`src/rtl/maq_bcd_counter_if.sv`:
```
// ---------------------------------------------------------------------------
// maq_bcd_counter_if
// Control and count signals of the two-digit BCD counter.
//   master : drives enable_1hz, inc, dec, load, load_lsd, load_msd;
//            observes maqc_lsd, maqc_msd, carry, borrow, tc_max, tc_min,
//            load_err.
//   slave  : the counter itself (mirror of master).
// ---------------------------------------------------------------------------
interface maq_bcd_counter_if;
    logic       enable_1hz;
    logic       inc;
    logic       dec;
    logic       load;
    logic [3:0] load_lsd;
    logic [3:0] load_msd;
    logic [3:0] maqc_lsd;
    logic [3:0] maqc_msd;
    logic       carry;
    logic       borrow;
    logic       tc_max;
    logic       tc_min;
    logic       load_err;

    modport master (
        output enable_1hz, inc, dec, load, load_lsd, load_msd,
        input  maqc_lsd, maqc_msd, carry, borrow, tc_max, tc_min, load_err
    );

    modport slave (
        input  enable_1hz, inc, dec, load, load_lsd, load_msd,
        output maqc_lsd, maqc_msd, carry, borrow, tc_max, tc_min, load_err
    );
endinterface

```
`src/rtl/maq_bcd_counter.sv`:
```
// ---------------------------------------------------------------------------
// maq_bcd_counter
// Two-digit BCD up/down counter over MIN_VALUE..MIN_VALUE+MODULUS-1 with
// wrap pulses, terminal-count decodes and a range-checked synchronous preset.
// Ports:
//   maqc_clock : sole clock, rising edge
//   reset      : synchronous, active-high; loads RESET_VALUE
//   bus        : maq_bcd_counter_if.slave
//                in : enable_1hz (tick qualifying inc/dec), inc, dec,
//                     load, load_lsd, load_msd (BCD preset digits)
//                out: maqc_lsd/maqc_msd (count digits), carry/borrow
//                     (registered wrap pulses), tc_max/tc_min
//                     (combinational decodes), load_err (registered
//                     pulse on a rejected preset)
// Priority per edge: reset > load > (tick && inc/dec) > hold.
// ---------------------------------------------------------------------------
module maq_bcd_counter #(
    parameter int MODULUS     = 60,
    parameter int MIN_VALUE   = 0,
    parameter int RESET_VALUE = MIN_VALUE
) (
    input  logic              maqc_clock,
    input  logic              reset,
    maq_bcd_counter_if.slave  bus
);

    localparam int MAX_VALUE = MIN_VALUE + MODULUS - 1;

    localparam logic [3:0] MAX_LSD = 4'(MAX_VALUE % 10);
    localparam logic [3:0] MAX_MSD = 4'(MAX_VALUE / 10);
    localparam logic [3:0] MIN_LSD = 4'(MIN_VALUE % 10);
    localparam logic [3:0] MIN_MSD = 4'(MIN_VALUE / 10);
    localparam logic [3:0] RST_LSD = 4'(RESET_VALUE % 10);
    localparam logic [3:0] RST_MSD = 4'(RESET_VALUE / 10);
    localparam logic [7:0] MIN_V8  = 8'(MIN_VALUE);
    localparam logic [7:0] SPAN_V8 = 8'(MODULUS - 1);

    // Elaboration-time parameter sanity.
    if (MODULUS < 2 || MODULUS > 99) begin : g_bad_modulus
        $error("maq_bcd_counter: MODULUS out of range 2..99");
    end
    if (MIN_VALUE < 0 || MIN_VALUE > 1) begin : g_bad_min
        $error("maq_bcd_counter: MIN_VALUE out of range 0..1");
    end
    if (MAX_VALUE > 99) begin : g_bad_max
        $error("maq_bcd_counter: MIN_VALUE+MODULUS-1 exceeds 99");
    end
    if (RESET_VALUE < MIN_VALUE || RESET_VALUE > MAX_VALUE) begin : g_bad_rst
        $error("maq_bcd_counter: RESET_VALUE outside count range");
    end

    logic [3:0] lsd_q, lsd_d;
    logic [3:0] msd_q, msd_d;
    logic       carry_q, carry_d;
    logic       borrow_q, borrow_d;
    logic       load_err_q, load_err_d;

    logic       at_max;
    logic       at_min;
    logic       step_up;
    logic       step_down;
    logic       digits_ok;
    logic [7:0] ld_v;
    logic [7:0] ld_off;
    logic       ld_ok;

    // Terminal decodes straight off the digit registers (zero latency).
    assign at_max = (msd_q == MAX_MSD) && (lsd_q == MAX_LSD);
    assign at_min = (msd_q == MIN_MSD) && (lsd_q == MIN_LSD);

    // inc and dec together cancel; both need the tick.
    assign step_up   = bus.enable_1hz &&  bus.inc && !bus.dec;
    assign step_down = bus.enable_1hz &&  bus.dec && !bus.inc;

    // Preset range check. ld_v is only meaningful when both digits are
    // BCD (max 99). The offset from MIN_VALUE wraps to a large unsigned
    // value for presets below MIN_VALUE, so a single upper-bound compare
    // covers both ends of the range.
    assign digits_ok = (bus.load_lsd <= 4'd9) && (bus.load_msd <= 4'd9);
    assign ld_v      = 8'(bus.load_msd) * 8'd10 + 8'(bus.load_lsd);
    assign ld_off    = ld_v - MIN_V8;
    assign ld_ok     = digits_ok && (ld_off <= SPAN_V8);

    always_comb begin
        lsd_d      = lsd_q;
        msd_d      = msd_q;
        carry_d    = 1'b0;
        borrow_d   = 1'b0;
        load_err_d = 1'b0;

        if (bus.load) begin
            // A rejected preset still owns the cycle: no step happens.
            if (ld_ok) begin
                lsd_d = bus.load_lsd;
                msd_d = bus.load_msd;
            end else begin
                load_err_d = 1'b1;
            end
        end else if (step_up) begin
            if (at_max) begin
                lsd_d   = MIN_LSD;
                msd_d   = MIN_MSD;
                carry_d = 1'b1;
            end else if (lsd_q == 4'd9) begin
                lsd_d = 4'd0;
                msd_d = 4'(msd_q + 4'd1);
            end else begin
                lsd_d = 4'(lsd_q + 4'd1);
            end
        end else if (step_down) begin
            if (at_min) begin
                lsd_d    = MAX_LSD;
                msd_d    = MAX_MSD;
                borrow_d = 1'b1;
            end else if (lsd_q == 4'd0) begin
                lsd_d = 4'd9;
                msd_d = 4'(msd_q - 4'd1);
            end else begin
                lsd_d = 4'(lsd_q - 4'd1);
            end
        end
    end

    // Reset overrides everything, including a wrap computed this cycle,
    // so no stale carry/borrow escapes a reset edge.
    always_ff @(posedge maqc_clock) begin
        if (reset) begin
            lsd_q      <= RST_LSD;
            msd_q      <= RST_MSD;
            carry_q    <= 1'b0;
            borrow_q   <= 1'b0;
            load_err_q <= 1'b0;
        end else begin
            lsd_q      <= lsd_d;
            msd_q      <= msd_d;
            carry_q    <= carry_d;
            borrow_q   <= borrow_d;
            load_err_q <= load_err_d;
        end
    end

    assign bus.maqc_lsd = lsd_q;
    assign bus.maqc_msd = msd_q;
    assign bus.carry    = carry_q;
    assign bus.borrow   = borrow_q;
    assign bus.load_err = load_err_q;
    assign bus.tc_max   = at_max;
    assign bus.tc_min   = at_min;

endmodule

```
`src/flat_wrapper.sv`:
```
// flat-port wrapper written by rule: the top's interface ports become plain ports
module maq_bcd_counter_flat 
#(
    parameter int MODULUS     = 60,
    parameter int MIN_VALUE   = 0,
    parameter int RESET_VALUE = MIN_VALUE
)
  (maqc_clock, reset, bus_enable_1hz, bus_inc, bus_dec, bus_load, bus_load_lsd, bus_load_msd, bus_maqc_lsd, bus_maqc_msd, bus_carry, bus_borrow, bus_tc_max, bus_tc_min, bus_load_err);
  maq_bcd_counter_if bus_i ();
  input  logic maqc_clock;
  input  logic reset;
  input wire logic [$bits(bus_i.enable_1hz)-1:0] bus_enable_1hz;
  input wire logic [$bits(bus_i.inc)-1:0] bus_inc;
  input wire logic [$bits(bus_i.dec)-1:0] bus_dec;
  input wire logic [$bits(bus_i.load)-1:0] bus_load;
  input wire logic [$bits(bus_i.load_lsd)-1:0] bus_load_lsd;
  input wire logic [$bits(bus_i.load_msd)-1:0] bus_load_msd;
  output wire logic [$bits(bus_i.maqc_lsd)-1:0] bus_maqc_lsd;
  output wire logic [$bits(bus_i.maqc_msd)-1:0] bus_maqc_msd;
  output wire logic [$bits(bus_i.carry)-1:0] bus_carry;
  output wire logic [$bits(bus_i.borrow)-1:0] bus_borrow;
  output wire logic [$bits(bus_i.tc_max)-1:0] bus_tc_max;
  output wire logic [$bits(bus_i.tc_min)-1:0] bus_tc_min;
  output wire logic [$bits(bus_i.load_err)-1:0] bus_load_err;
  assign bus_i.enable_1hz = bus_enable_1hz;
  assign bus_i.inc = bus_inc;
  assign bus_i.dec = bus_dec;
  assign bus_i.load = bus_load;
  assign bus_i.load_lsd = bus_load_lsd;
  assign bus_i.load_msd = bus_load_msd;
  assign bus_maqc_lsd = bus_i.maqc_lsd;
  assign bus_maqc_msd = bus_i.maqc_msd;
  assign bus_carry = bus_i.carry;
  assign bus_borrow = bus_i.borrow;
  assign bus_tc_max = bus_i.tc_max;
  assign bus_tc_min = bus_i.tc_min;
  assign bus_load_err = bus_i.load_err;
  maq_bcd_counter #(.MODULUS(MODULUS), .MIN_VALUE(MIN_VALUE), .RESET_VALUE(RESET_VALUE)) u_core (.maqc_clock(maqc_clock), .reset(reset), .bus(bus_i));
endmodule
```
`config.mk`:
```
export PLATFORM = sky130hd
export DESIGN_NAME = maq_bcd_counter_flat
export DESIGN_NICKNAME = d
export VERILOG_FILES = /design/src/rtl/maq_bcd_counter_if.sv /design/src/rtl/maq_bcd_counter.sv /design/src/flat_wrapper.sv
export SDC_FILE = /design/constraint.sdc
export NUM_CORES = 1
export LEC_CHECK = 0
export BUFFER_PORTS_ARGS = -buffer_cell sky130_fd_sc_hd__buf_4
export CAP_MARGIN = 20
export CORE_UTILIZATION = 40
export CTS_BUF_LIST = sky130_fd_sc_hd__clkbuf_8
export DETAILED_ROUTE_END_ITERATION = 10
export PLACE_DENSITY_LB_ADDON = 0.2
export SETUP_SLACK_MARGIN = 0.3
export SLEW_MARGIN = 20
export SYNTH_ARGS = -nofsm -noshare
export SYNTH_HDL_FRONTEND = slang
export SYNTH_SLANG_ARGS = --single-unit
```
`constraint.sdc`:
```
create_clock -name maqc_clock -period 3 [get_ports maqc_clock]
set_clock_uncertainty 0.15 [all_clocks]
set_input_delay 0.15 -clock maqc_clock [delete_from_list [all_inputs] [get_ports maqc_clock]]
set_output_delay 0.15 -clock maqc_clock [all_outputs]
set_load 0.05 [all_outputs]
```
==> results of run 1 <==
==> repair_timing <==
action / 4_1_cts / 5_1_grt
pin swaps: 2 / 7
resized for setup: 1 / 4
buffers inserted: 0 / 1
setup endpoints to repair: 4 / 7
==> cell usage after synthesis, drive strengths merged, types with 5 or more instances <==
cell type and number:
clkbuf 7, nor2 5, nand2b 9, mux2i 6
a21oi 7, dfxtp 11, inv 11, nor3 6
nand3 5, o21ai 7, ha 10, nand2 9
==> per-stage QoR <==
step	std cells	cell area, sq um	total power [mW]	worst slack, ns
6_report	206	1590	0.666	0.370
5_1_grt	206	1590	0.710	0.284
4_1_cts	205	1570	0.662	0.309
3_5_place_dp	201	1520	0.506	-0.00864
3_3_place_gp	201	1520	0.501	0.0487
2_1_floorplan	151	1310	0.423	0.178
==> worst max-delay path, cell delays in order <==
cell,delay [ns]
buf_8,0.10
ha_4,0.23
ha_4,0.16
fa_2,0.61
a21bo_4,0.24
a2111oi_4,0.28
maj3_2,0.26
o21ai_4,0.09
a31oi_4,0.17
mux2_4,0.31
==> power by group through the flow <==
| stage | Combinational (mW) | Sequential (mW) | Clock [mW] |
|---|---|---|---|
| global placement | 0.316 | 0.184 | 0 |
| CTS | 0.324 | 0.182 | 0.156 |
| detailed placement | 0.321 | 0.185 | 0 |
| floorplan | 0.212 | 0.211 | 0 |
| finish | 0.333 | 0.183 | 0.150 |
| global route | 0.360 | 0.186 | 0.164 |
==> cell type report <==
cell class / count / area [sq um] / area share
clock buffer: 3 / 41.3 / 0.0259
inverter: 11 / 41.3 / 0.0259
timing repair buffer: 29 / 229 / 0.144
multi-input combinational: 120 / 1020 / 0.639
tap: 31 / 38.8 / 0.0244
sequential: 11 / 220 / 0.138
clock inverter: 1 / 3.75 / 0.00236
==> routing by layer <==
metal  GRT usage  vias to the layer above  wire length (microns)
li1            -                      608                      -
met1       0.255                      566                   1370
met5           0                        -                      0
met4      0.0612                        0                     36
met2       0.320                       40                   1520
met3      0.0469                        4                    156
==> sequential cells by signal, summed over array words and instances, names as in the netlist <==
signal	flops
u_core.bus.carry	1
u_core.bus.borrow	1
u_core.bus.maqc_msd	4
u_core.bus.maqc_lsd	4
u_core.bus.load_err	1
==> path summary, 6_finish.rpt <==
path / startpoint / to / slack, ns / cells after the start
max reg2reg: u_core.bus.maqc_msd[1] / u_core.bus.maqc_msd[2] / 0.98 / 7
max: bus_load_msd[3] / u_core.bus.maqc_lsd[1] / 0.37 / 10
min: bus_enable_1hz / u_core.bus.borrow / 0.04 / 3
min reg2reg: u_core.bus.maqc_msd[1] / u_core.bus.maqc_msd[1] / 0.38 / 2
==> logic make-up (layout without fill, tap and decap cells) <==
kind of cell,after synthesis,after routing
and+or+nand+nor,55,55
xor gates and xnor gates,3,3
AOI/OAI and AO/OA,40,40
muxes,9,9
adders and majority gates,13,13
DFF,11,11
buffers and inverters,20,44
==> flow_metrics.tcl, run 1 <==
set metrics [dict create \
    hpwl_microns 2290 \
    syn_to_final_growth_pct 27.2 \
    hold_class "in -> reg" \
    finalSetupViolCount 0 \
    seq_power_share 0.274 \
    required_ns 2.98 \
    tightest_slew_ns 0.538 \
    layout.nets 202 \
    muxShareOfSynthArea 0.0809 \
    clk_pin_slew_worst_paths_ns 0.05 \
    power_density_nw_per_um2 418 \
    gp_congestion 0.761 \
    drt_wl_total_microns 3080 \
    fillers 271 \
    crit_path_start_kind "input port" \
    insertion_delay_ns 0.24 \
    diodes 0 \
    grt_pass1_vias 1055 \
    die_h_microns 58.0 \
    wl_per_cell_microns 15.0 \
    yosysWarnings 0 \
    criticalPathCategory "in -> reg" \
    drc 0 \
    grt_util_all_layers 0.196 \
    grt_pass1_wl_microns 5020 \
    period_share 0.877 \
    first_iter_violations 57 \
    clk_path_buf_depth 2 \
    drive_above_1_share 0.274 \
    ys_top_cells_by_area "dfxtp_1, ha_1, mux2i_1" \
    ant_nets 0 \
    synth_area_leader_cell "dfxtp_1" \
    status "finished clean" \
    cts_tree "built" \
    pwr-share-clk 0.225 \
    leakagePower_nw 0.692 \
    antenna_found_initial 0 \
    initial_core_util 0.439 \
    timing.slew.headroom 0.641 \
    synthesis.nets 177 \
    fin_crit_ns 2.63 \
    synth-seq-cells 11 \
    cap_violations 0 \
    hold_viol_final 0 \
    crit_fanout 4 \
    cts_root_buf "clkbuf_8" \
    synth_compound_area_frac 0.272 \
    ir_drop_v 0.000248 \
    mostFrequentLayoutCell "buf_4" \
    clock-sinks 11 \
    cts_buffers 3 \
    pwr-share-comb 0.501 \
    overflow 0 \
    yosys.area_share.xor_xnor 0.0210 \
    dieArea_sq_um 3360 \
    hold_ws_ns 0.0357 \
    portBuffers 26 \
    synth_fa_ha_area_frac 0.140 \
    io-pin-count 27 \
    syn_avg_cell_area_sq_um 8.29 \
    syn_inst 151 \
    dr.pass1.iters 5 \
    viasPerCell 5.91 \
    grt_setup_unrepaired "yes" \
    cp-end-kind "flop" \
    fmax_ghz 0.380 \
    synth_top_area_share 0.176 \
    power.internal_mw 0.390 \
    rows 19 \
    synth_top_family_by_area "compound AO/OA/AOI/OAI gates" \
    htreeDepth 1 \
    synth-simple-area-share 0.250 \
    synthDistinctLibCells 52 \
    hold_buffers 0 \
    yosysSeqAreaShare 0.176 \
    grt_max_degree 25 \
    setup_tns_ns 0 \
    final_core_util 0.558 \
    synth-async-reset-ratio 0 \
    coreArea_sq_um 2850 \
    layout_common_cells "buf_4, inv_1, dfxtp_1" \
    slew_viol_final 0 \
    synth_ff_type "dfxtp_1" \
    synth-edff-count 0 \
    p_sw_mw 0.276 \
    dieWidth_microns 58.0 \
    p_sw_frac 0.415 \
    netlist_area_sq_um 1250 \
    vias 1218 \
    arrival_ns 2.61 \
]
Note: power is estimated with default switching activity, not from simulation.
==> run 2, diff against run 1 <==
- ABC_AREA: default -> 1
- ABC_CLOCK_PERIOD_IN_PS: default -> 3000
- PLACE_DENSITY: default -> 0.66
- PLACE_DENSITY_LB_ADDON: 0.2 -> default
==> flow_metrics.tcl, run 2 <==
set metrics [dict create \
    min_delay_path_depth 2 \
    hold_buffers 1 \
    synth-edff-count 0 \
    drc 1 \
    yosysSeqAreaShare 0.178 \
    fin_crit_ns 2.36 \
    synthDistinctLibCells 27 \
    synth_area_leader_cell "dfxtp_1" \
    ant_nets 0 \
    r2r_end "u_core.bus.maqc_msd[1]" \
    status "finished, violations left" \
    hold_end "u_core.bus.borrow" \
    grt_pass1_wl_microns 4990 \
    criticalPathCategory "in -> reg" \
    cts.repair.resized 0 \
    vias 1274 \
    cp-end-kind "flop" \
    clk_path_buf_depth 2 \
    pwr-share-clk 0.216 \
    portBuffers 26 \
    ir_drop_v 0.000317 \
    worstReg2RegStart "u_core.bus.maqc_msd[1]" \
    rows 19 \
    p_sw_mw 0.288 \
    postLayoutCellArea_sq_um 1510 \
    power.internal_mw 0.366 \
    timing.slew.headroom 0.728 \
    post_dp_cell_area_sq_um 1450 \
    grt_max_degree 12 \
    cts_buffers 3 \
    initial_core_util 0.434 \
    cts_root_buf "clkbuf_8" \
    wl_per_cell_microns 11.2 \
    grt_util_all_layers 0.192 \
    htreeDepth 1 \
    setup_tns_ns 0 \
    drt_wl_total_microns 2860 \
    grt_pass1_vias 1152 \
    synth-seq-cells 11 \
    gp_congestion 0.851 \
    synthesis.nets 221 \
    setup_slack_ns 0.640 \
    synth-async-reset-ratio 0 \
    fillers 301 \
    first_iter_violations 28 \
    hold_class "in -> reg" \
    fmax_ghz 0.424 \
    die_h_microns 57.7 \
    tightest_slew_ns 0.408 \
    layout_common_cells "nand2_1, inv_1, buf_4" \
    pwr-share-comb 0.513 \
    synthTopCellsByCount "nand2_1, inv_1, nand3_1" \
    crit_fanout 11 \
    diodes 0 \
    syn_to_final_growth_pct 21.5 \
    dieWidth_microns 57.7 \
    layout.nets 251 \
    place_ws_ns 0.411 \
    hold_ws_ns 0.0504 \
    reg2reg_depth 11 \
    r2r_slack_ns 1.02 \
    power_density_nw_per_um2 434 \
    overflow 0 \
    crit_path_start_kind "input port" \
    grt_setup_unrepaired "no" \
    required_ns 3.02 \
    slew_viol_final 0 \
    synth_top_area_share 0.178 \
    hpwl_microns 2310 \
    postCtsSetupBuffers 0 \
    viasPerCell 5.00 \
    period_share 0.787 \
    io-pin-count 27 \
    drive_above_1_share 0.214 \
    syn_avg_cell_area_sq_um 6.35 \
    cap_violations 0 \
    arrival_ns 2.38 \
    netlist_area_sq_um 1240 \
    antenna_found_initial 0 \
    cts_tree "built" \
    synth_ff_type "dfxtp_1" \
    dr.pass1.iters 7 \
    ys_top_cells_by_area "dfxtp_1, nand2_1, ha_1" \
    syn_inst 195 \
    hold_viol_final 0 \
    synth_most_common_cell "nand2_1" \
    clock-sinks 11 \
    mostFrequentLayoutCell "nand2_1" \
    coreArea_sq_um 2850 \
    leakagePower_nw 0.812 \
    yosysWarnings 0 \
    p_sw_frac 0.440 \
    seq_power_share 0.270 \
    dieArea_sq_um 3320 \
    finalSetupViolCount 0 \
    insertion_delay_ns 0.23 \
    failed_checks "design-rule violations" \
    worstHoldStart "bus_load" \
    clk_pin_slew_worst_paths_ns 0.05 \
]
## run 2: cell count changes in the layout (fill, tap and decap cells not counted), moves of 4 or more
cell,delta
nand4_1,+4
nand2b_1,-9
inv_2,+4
nand2_1,+45
nor2_1,+11
o21ai_0,+6
inv_1,+15
nand3_1,+15
a21oi_2,+4
a21oi_1,-7
nor3_1,-5
## run 2: layout make-up
type | count | area (sq um) | share of cell area
Multi-Input combinational cell | 150 | 876 | 0.582
Sequential cell | 11 | 220 | 0.146
Timing Repair Buffer | 27 | 205 | 0.136
Inverter | 32 | 120 | 0.0798
Clock buffer | 3 | 41.3 | 0.0274
Tap cell | 31 | 38.8 | 0.0258
Clock inverter | 1 | 3.75 | 0.00249
## run 2: per-stage QoR
| stage | power (mW) | instances | utilization |
|---|---|---|---|
| detailed placement | 0.512 | 250 | 0.508 |
| global placement | 0.513 | 250 | 0.508 |
| CTS | 0.658 | 255 | 0.528 |
| floorplan | 0.428 | 195 | - |
| finish | 0.654 | 255 | 0.528 |
| global route | 0.711 | 255 | 0.528 |
## run 2: power groups by stage
stage                     clock network (mW)  registers, mW  logic [mW]
after floorplan                            0          0.225       0.203
after global placement                     0          0.180       0.332
after detailed placement                   0          0.180       0.332
after CTS                              0.146          0.177       0.336
after global routing                   0.157          0.179       0.376
final                                  0.141          0.177       0.336
## run 2: metal layers
layer | GRT usage | part of all wire
met1 | 0.253 | 0.49
met2 | 0.309 | 0.44
met3 | 0.0558 | 0.052
met4 | 0.0544 | 0.016
met5 | 0 | 0
## run 2: worst max-delay path by stage
stage / from / endpoint / slack (ns)
after floorplan: bus_load_msd[1] / u_core.bus.maqc_lsd[0] / 0.77
after global placement: bus_load_msd[1] / u_core.bus.maqc_msd[1] / 0.46
after detailed placement: bus_load_msd[1] / u_core.bus.maqc_msd[1] / 0.41
after CTS: bus_load_msd[1] / u_core.bus.maqc_msd[0] / 0.64
after global routing: bus_load_msd[1] / u_core.bus.maqc_msd[0] / 0.43
final: bus_load_msd[1] / u_core.bus.maqc_msd[0] / 0.64
## run 2: critical path: stages
cell and delay [ns]:
buf_4 0.13, ha_1 0.29, ha_1 0.22, fa_1 0.54, nand3_2 0.10, inv_2 0.06, nand2_1 0.04, nand2_1 0.05
nand2_1 0.06, nor2_1 0.10, nand2_1 0.07, nand2_2 0.20, nand3_2 0.14, nand2_1 0.09, inv_1 0.04, nor2_1 0.10
## run 2: kinds of logic after synthesis
group	count (synthesis)	synth area share
adders and majority gates	12	0.133
buffers and inverters	34	0.115
xor gates and xnor gates	4	0.0283
DFF	11	0.178
muxes	3	0.0242
and+or+nand+nor	110	0.418
AOI/OAI and AO/OA	21	0.103
==> run 3, diff against run 2 <==
- ABC_CLOCK_PERIOD_IN_PS: 3000 -> 2300
- PLACE_DENSITY: 0.66 -> 0.64
- clock period: 3 -> 2.3 ns (I/O delays scaled with it)
==> flow_metrics.tcl, run 3 (synthesis results as in run 2) <==
set metrics [dict create \
    crit_fanout 7 \
    power_density_nw_per_um2 551 \
    r2r_end "u_core.bus.maqc_msd[1]" \
    syn_to_final_growth_pct 31.2 \
    io-pin-count 27 \
    ir_drop_v 0.000342 \
    final_core_util 0.570 \
    crit_end "u_core.bus.maqc_msd[0]" \
    finalNonFillerCells 263 \
    gp_congestion 0.848 \
    post_dp_cell_area_sq_um 1530 \
    postLayoutCellArea_sq_um 1630 \
    vias 1336 \
    drc 1 \
    required_ns 2.29 \
    clock-sinks 11 \
    r2r_slack_ns 0.51 \
    grt_setup_unrepaired "yes" \
    rows 19 \
    wl_per_cell_microns 11.5 \
    diodes 0 \
    dieArea_sq_um 3320 \
    overflow 0 \
    status "finished, violations left" \
    grt_pass1_wl_microns 5170 \
    initial_core_util 0.434 \
    finalSetupViolCount 0 \
    portBuffers 26 \
    criticalPathCategory "in -> reg" \
    insertion_delay_ns 0.24 \
    arrival_ns 2.03 \
    setup_slack_ns 0.259 \
    period_share 0.887 \
    failed_checks "design-rule violations" \
    drt_wl_total_microns 3030 \
    cap_violations 0 \
    cp-end-kind "flop" \
    layout_common_cells "nand2_1, buf_4, inv_1" \
    fmax_ghz 0.490 \
    coreArea_sq_um 2850 \
    dieWidth_microns 57.7 \
    hold_ws_ns 0.0194 \
    worstReg2RegStart "u_core.bus.maqc_msd[0]" \
    layout.nets 259 \
    htreeDepth 1 \
    grt_max_degree 11 \
    fillers 270 \
    dp_cells 256 \
    viasPerCell 5.08 \
    crit_path_start_kind "input port" \
    first_iter_violations 52 \
    tightest_slew_ns 0.371 \
    slew_viol_final 0 \
    antenna_found_initial 0 \
    timing.slew.headroom 0.752 \
    fin_crit_ns 2.04 \
    cp-startpoint "bus_load_msd[3]" \
    hpwl_microns 2510 \
    clk_path_buf_depth 2 \
    mostFrequentLayoutCell "nand2_1" \
    leakagePower_nw 0.857 \
    hold_class "in -> reg" \
    die_h_microns 57.7 \
    grt_util_all_layers 0.199 \
    clk_pin_slew_worst_paths_ns 0.05 \
    reg2reg_depth 11 \
    cts_buffers 3 \
    ant_nets 0 \
    hold_viol_final 0 \
    drive_above_1_share 0.272 \
    grt_pass1_vias 1253 \
    place_ws_ns -0.161 \
    dr.pass1.iters 7 \
    cts_root_buf "clkbuf_8" \
    cts_tree "built" \
]
[run 3: worst min-delay path by stage]
stage                   from                     end  cells after the start
global placement       reset  u_core.bus.maqc_lsd[0]                      2
global route        bus_load       u_core.bus.borrow                      2
finish              bus_load       u_core.bus.borrow                      2
CTS                 bus_load       u_core.bus.borrow                      2
detailed placement     reset  u_core.bus.maqc_lsd[0]                      2
floorplan              reset  u_core.bus.maqc_lsd[0]                      1
[run 3: through the flow]
| step | total power, mW | setup TNS [ns] |
|---|---|---|
| 2_1_floorplan | 0.565 | 0 |
| 5_1_grt | 0.975 | 0 |
| 3_3_place_gp | 0.679 | -0.427 |
| 3_5_place_dp | 0.686 | -1.03 |
| 6_report | 0.896 | 0 |
| 4_1_cts | 0.904 | 0 |
[run 3: where the power goes]
group	total, mW	leakage, nW	internal, mW	switching [mW]
combinational	0.468	0.739	0.175	0.293
clock	0.196	0.0269	0.118	0.0788
sequential	0.231	0.0906	0.209	0.0218
total	0.896	0.857	0.502	0.393
[run 3: cell type report]
class,count,area [sq um],share of cell area
tap,31,38.8,0.0239
clock inverter,1,3.75,0.00231
sequential,11,220,0.135
timing repair buffer,35,280,0.172
multi-input combinational,150,921,0.567
inverter,32,120,0.0739
clock buffer,3,41.3,0.0254
[run 3: worst max-delay path, stage by stage]
cell and delay (ns):
buf_8 0.10, ha_4 0.23, ha_4 0.16, fa_2 0.55, nand3_2 0.08, inv_2 0.06, nand2_1 0.04, nand2_1 0.05
nand2_1 0.04, nor2_1 0.09, nand2_1 0.09, nand2_4 0.11, buf_6 0.13, nand4_1 0.07, nand2_1 0.07, nor2_1 0.05
[run 3: layer usage]
metal / wire (microns) / GRT usage / vias to the layer above / share of wire
li1: - / - / 705 / -
met1: 1340 / 0.242 / 596 / 0.44
met2: 1520 / 0.369 / 32 / 0.50
met3: 154 / 0.0402 / 3 / 0.051
met4: 17 / 0.0306 / 0 / 0.0056
met5: 0 / 0 / - / 0
[run 3: what timing repair did]
| action | CTS | global route |
|---|---|---|
| hold endpoints to repair | 4 | 0 |
| pin swaps | 9 | 5 |
| endpoints found under the setup margin | 9 | 10 |
| cloned | 0 | 0 |
| hold buffers | 1 | 0 |
| resized for setup | 6 | 3 |
| setup buffers | 2 | 0 |
